$ cat src/rtl/pc_redirect_ctrl_if.sv
// Signal bundle between the EX-stage branch logic / hazard unit and the fetch PC controller.
// No handshake: stall, PcSel and BrPC are sampled at every rising edge; outputs are valid every cycle.
interface pc_redirect_ctrl_if #(
  parameter int PC_W = 9
);
  logic            stall;
  logic            PcSel;
  logic [31:0]     BrPC;
  logic [PC_W-1:0] Cur_PC;
  logic [PC_W-1:0] PC_Four;
  logic            IF_ID_Flush;
  logic            ID_EX_Flush;
  logic            misalign_err;
  logic [15:0]     redirect_cnt;
  logic [0:0]      fsm_state;

  modport master (
    output stall, PcSel, BrPC,
    input  Cur_PC, PC_Four, IF_ID_Flush, ID_EX_Flush, misalign_err, redirect_cnt, fsm_state
  );

  modport slave (
    input  stall, PcSel, BrPC,
    output Cur_PC, PC_Four, IF_ID_Flush, ID_EX_Flush, misalign_err, redirect_cnt, fsm_state
  );
endinterface

$ cat src/rtl/pc_redirect_ctrl.sv
// Fetch-stage program counter with taken-branch redirect, stall hold and a
// multi-cycle flush window that squashes wrong-path instructions.
module pc_redirect_ctrl #(
  parameter int PC_W         = 9,
  parameter int FLUSH_CYCLES = 2
) (
  input logic               clk,
  input logic               reset,
  pc_redirect_ctrl_if.slave bus
);

  localparam logic [0:0] RUN   = 1'b0;
  localparam logic [0:0] FLUSH = 1'b1;

  logic [0:0]      state;
  logic [2:0]      fcnt;
  logic [PC_W-1:0] cur_pc;
  logic [PC_W-1:0] pc_four;
  logic [PC_W-1:0] target;
  logic            flush;
  logic            misalign_err;
  logic [15:0]     redirect_cnt;

  assign pc_four = cur_pc + PC_W'(4);
  // Targets are forced word-aligned; any address bits above PC_W are dropped.
  assign target  = {bus.BrPC[PC_W-1:2], 2'b00};
  assign flush   = ~reset & (bus.PcSel | (state == FLUSH));

  generate
    if (PC_W < 32) begin : g_br_hi
      logic unused_br_hi;
      assign unused_br_hi = ^bus.BrPC[31:PC_W];
    end
  endgenerate

  always_ff @(posedge clk or posedge reset) begin
    if (reset) begin
      cur_pc <= '0;
    end else if (bus.PcSel) begin
      cur_pc <= target;
    end else if (!bus.stall) begin
      cur_pc <= pc_four;
    end
  end

  // Stall never freezes the flush window; a new redirect restarts it.
  always_ff @(posedge clk or posedge reset) begin
    if (reset) begin
      state <= RUN;
      fcnt  <= '0;
    end else if (bus.PcSel) begin
      if (FLUSH_CYCLES > 1) begin
        state <= FLUSH;
        fcnt  <= 3'(FLUSH_CYCLES - 1);
      end else begin
        state <= RUN;
        fcnt  <= '0;
      end
    end else if (state == FLUSH) begin
      fcnt <= fcnt - 3'd1;
      if (fcnt == 3'd1) begin
        state <= RUN;
      end
    end
  end

  always_ff @(posedge clk or posedge reset) begin
    if (reset) begin
      misalign_err <= 1'b0;
      redirect_cnt <= '0;
    end else begin
      misalign_err <= bus.PcSel & (bus.BrPC[1:0] != 2'b00);
      if (bus.PcSel && (redirect_cnt != 16'hFFFF)) begin
        redirect_cnt <= redirect_cnt + 16'd1;
      end
    end
  end

  assign bus.Cur_PC       = cur_pc;
  assign bus.PC_Four      = pc_four;
  assign bus.IF_ID_Flush  = flush;
  assign bus.ID_EX_Flush  = flush;
  assign bus.misalign_err = misalign_err;
  assign bus.redirect_cnt = redirect_cnt;
  assign bus.fsm_state    = state;

endmodule

$ cat src/flat_wrapper.sv
// flat-port wrapper written by rule: the top's interface ports become plain ports
module pc_redirect_ctrl_flat 
#(
  parameter int PC_W         = 9,
  parameter int FLUSH_CYCLES = 2
)
  (clk, reset, bus_stall, bus_PcSel, bus_BrPC, bus_Cur_PC, bus_PC_Four, bus_IF_ID_Flush, bus_ID_EX_Flush, bus_misalign_err, bus_redirect_cnt, bus_fsm_state);
  pc_redirect_ctrl_if #(.PC_W(PC_W)) bus_i ();
  input logic clk;
  input logic reset;
  input wire logic [$bits(bus_i.stall)-1:0] bus_stall;
  input wire logic [$bits(bus_i.PcSel)-1:0] bus_PcSel;
  input wire logic [$bits(bus_i.BrPC)-1:0] bus_BrPC;
  output wire logic [$bits(bus_i.Cur_PC)-1:0] bus_Cur_PC;
  output wire logic [$bits(bus_i.PC_Four)-1:0] bus_PC_Four;
  output wire logic [$bits(bus_i.IF_ID_Flush)-1:0] bus_IF_ID_Flush;
  output wire logic [$bits(bus_i.ID_EX_Flush)-1:0] bus_ID_EX_Flush;
  output wire logic [$bits(bus_i.misalign_err)-1:0] bus_misalign_err;
  output wire logic [$bits(bus_i.redirect_cnt)-1:0] bus_redirect_cnt;
  output wire logic [$bits(bus_i.fsm_state)-1:0] bus_fsm_state;
  assign bus_i.stall = bus_stall;
  assign bus_i.PcSel = bus_PcSel;
  assign bus_i.BrPC = bus_BrPC;
  assign bus_Cur_PC = bus_i.Cur_PC;
  assign bus_PC_Four = bus_i.PC_Four;
  assign bus_IF_ID_Flush = bus_i.IF_ID_Flush;
  assign bus_ID_EX_Flush = bus_i.ID_EX_Flush;
  assign bus_misalign_err = bus_i.misalign_err;
  assign bus_redirect_cnt = bus_i.redirect_cnt;
  assign bus_fsm_state = bus_i.fsm_state;
  pc_redirect_ctrl #(.PC_W(PC_W), .FLUSH_CYCLES(FLUSH_CYCLES)) u_core (.clk(clk), .reset(reset), .bus(bus_i));
endmodule
$ cat config.mk
export PLATFORM = sky130hd
export DESIGN_NAME = pc_redirect_ctrl_flat
export DESIGN_NICKNAME = d
export VERILOG_FILES = /design/src/rtl/pc_redirect_ctrl_if.sv /design/src/rtl/pc_redirect_ctrl.sv /design/src/flat_wrapper.sv
export SDC_FILE = /design/constraint.sdc
export NUM_CORES = 1
export LEC_CHECK = 0
export ABC_AREA = 1
export BUFFER_PORTS_ARGS = -buffer_cell sky130_fd_sc_hd__buf_2
export CAP_MARGIN = 20
export CORE_MARGIN = 2
export CORE_UTILIZATION = 38
export DETAILED_ROUTE_END_ITERATION = 10
export GPL_TIMING_DRIVEN = 0
export PLACE_DENSITY_LB_ADDON = 0.12
export SETUP_SLACK_MARGIN = 0.3
export SKIP_LAST_GASP = 1
export SYNTH_ARGS = -nofsm -noshare
export SYNTH_HDL_FRONTEND = slang
export SYNTH_SLANG_ARGS = --single-unit
$ cat constraint.sdc
create_clock -name clk -period 4.54 [get_ports clk]
set_clock_uncertainty 0.05 [all_clocks]
set_input_delay 0.454 -clock clk [delete_from_list [all_inputs] [get_ports clk]]
set_output_delay 0.454 -clock clk [all_outputs]
set_load 0.05 [all_outputs]
==> flow_metrics.tcl <==
set metrics [dict create \
    core-area_um2 4350 \
    root_buffer "clkbuf_8" \
    numClockSinks 28 \
    grtUsageTotal 0.161 \
    clkPwrFrac 0.175 \
    power.leakage_nw 1.07 \
    max_freq_mhz 455 \
    synth_common_cells "nand2_1 (84), dfrtp_1 (28), inv_1 (25)" \
    ys.flop_type "dfrtp_1" \
    synthTopCellsByArea "dfrtp_1 (41%), nand2_1 (18%), inv_1 (5.5%), nor2_1 (4.6%), nand3_1 (3.2%)" \
    reg2reg_depth 9 \
    vias 1541 \
    cts.path.max_buffers 2 \
    h-tree-depth 1 \
    hp-class "input pin to asynchronous set/reset pin" \
    gp_congestion 0.828 \
    power.density_nw_per_um2 426 \
    initial_core_util 0.393 \
    synth_top_area_share 0.410 \
    clk_latency_ps 270 \
    synth_edf_count 0 \
    p_switching_w 0.000421 \
    drt_iter0_markers 44 \
    endpoint_kind "output port" \
    synth_cell_types 28 \
    required_ps 4040 \
    dpl.hpwl_mm 2.90 \
    slowest_delay_ps 410 \
    antenna_found_initial 0 \
    grt_pass1_wl_mm 6.57 \
    ys_seq_elements 28 \
    synth_warnings 0 \
    cts_hold_buf 0 \
    setup_viol 0 \
    critPathKind "input pin to output port" \
    cp_slowest_cell "clkbuf_1" \
    whs_ps 106 \
    crit_fanout 10 \
    core.rowCount 24 \
    fin_crit_sh 0.484 \
    die_w_um 71.1 \
    syn_area_um2 1710 \
    status "completed" \
    syn_to_final_growth_pct 22.8 \
    cts_resized 0 \
    wl_per_cell_um 11.4 \
    worstSetupEndpoint "bus_IF_ID_Flush" \
    cts_buffers 3 \
    final_layout_size_suffix_gt1_frac 0.248 \
    synth.yosys.seq_area_share 0.410 \
    syn_inst 228 \
    cp_cell_sequence "buf_2, clkbuf_1, nor2_1, nor2_1, buf_4, buf_2" \
    postSynthAreaPerCell_um2 7.50 \
    io_pins 74 \
    r2r_end "u_core.bus.redirect_cnt[12]$_DFFE_PP0P_" \
    seq_power_share 0.384 \
    synth_top_area_cell "dfrtp_1" \
    clkTransAtPathRegs_ps 100 \
    r2r_start "u_core.bus.redirect_cnt[0]$_DFFE_PP0P_" \
    grt_max_degree 22 \
    internal_power_w 0.000475 \
    die-area_um2 5050 \
    grt.overflow.total 0 \
    crit_path_start "bus_PcSel" \
    final-max-slew-violation-count 0 \
    post-cts-setup-buffers 0 \
    cts_tree "done" \
    dr.pass1.iters 4 \
    hold_violations 0 \
    max_cap_viol_count 0 \
    swShare 0.470 \
    synth.most_common_cell "nand2_1" \
    ir_drop_v 0.000194 \
    rsz0062_at_grt "false" \
    drc 0 \
    start_kind "input pin" \
    totalWireLength_mm 3.80 \
    combPwrFrac 0.440 \
    via_per_inst 4.61 \
    detail-route-antenna-nets 0 \
    fin_nets 323 \
    finalSetupTns_ps 0 \
    grt_pass1_vias 1405 \
    antennaDiodeCount 0 \
    r2r_slack_ps 2920 \
    arrival_ps 1690 \
    die_y_um 71.1 \
    fin_crit_ps 2200 \
    io_buffers 46 \
    synth-async-reset-ratio 1.00 \
]
-- registers in the layout, summed over array words and instances, names as in the netlist --
register,cells
u_core.bus.Cur_PC,7
u_core.bus.fsm_state,1
u_core.bus.redirect_cnt,16
u_core.fcnt,3
u_core.bus.misalign_err,1
-- routing by layer --
layer | vias to the layer above | GRT usage | wire [um]
met5 | - | 0 | 0
met4 | 0 | 0.0377 | 29
met3 | 4 | 0.0242 | 148
met2 | 27 | 0.249 | 1740
met1 | 701 | 0.238 | 1890
li1 | 809 | - | -
-- critical path, delay by kind of cell --
family	cells	cell delay, ps
buffers and inverters	4	900
and+or+nand+nor	2	330
-- worst min path at each step --
stage,from,endpoint,cells after the start
floorplan,u_core.fcnt[1]$_DFFE_PP0P_,u_core.fcnt[1]$_DFFE_PP0P_,2
global placement,u_core.fcnt[1]$_DFFE_PP0P_,u_core.fcnt[1]$_DFFE_PP0P_,2
detailed placement,reset,u_core.fcnt[1]$_DFFE_PP0P_,2
CTS,reset,u_core.fcnt[1]$_DFFE_PP0P_,2
global route,reset,u_core.fcnt[1]$_DFFE_PP0P_,2
finish,reset,u_core.fcnt[1]$_DFFE_PP0P_,2
-- final cells by class --
type	instances	area (um2)
Sequential cell	28	701
Multi-Input combinational cell	170	863
Fill cell	444	2250
Clock buffer	4	55.1
Buffer	8	63.8
Inverter	25	93.8
Tap cell	52	65.1
Timing Repair Buffer	47	258
-- power groups by stage --
stage / sequential [W] / clock, W / combinational, W
final: 0.000344 / 0.000157 / 0.000394
after global routing: 0.000354 / 0.000176 / 0.000430
after CTS: 0.000345 / 0.000165 / 0.000398
after detailed placement: 0.000349 / 0 / 0.000398
after global placement: 0.000350 / 0 / 0.000391
after floorplan: 0.000468 / 0 / 0.000188
-- cells by family after synthesis --
logic type      after synthesis  synth area share
other cells                   1           0.00219
flops                        28             0.410
xor+xnor                     11            0.0563
compound gates               22            0.0849
fa+ha+maj                     4            0.0293
simple gates                129             0.326
buf+inv                      33            0.0922
-- per-stage QoR --
step	utilization	worst slack [ps]	total power [W]	instance area [um2]	instances
finish	0.482	2340	0.000895	2100	334
global route	0.482	2160	0.000959	2100	334
CTS	0.482	2310	0.000908	2100	334
detailed placement	0.470	2320	0.000747	2040	330
global placement	0.463	2320	0.000741	2020	329
floorplan	-	2060	0.000656	1720	231
-- cells in the final DEF (no fill, tap or decap), types with 2 or more instances in the layout --
cell / count
nor2_4: 3
o21ai_0: 9
xnor2_1: 5
nand4_1: 3
o211ai_1: 4
buf_2: 46
ha_1: 4
xor2_1: 6
nor2_1: 21
clkbuf_8: 4
nand3_1: 11
conb_1: 4
buf_6: 2
nor2_2: 3
nand2_1: 84
inv_1: 25
a21oi_1: 2
dfrtp_1: 28
o21ai_2: 2
buf_4: 5
(Power assumes the default switching activity.)
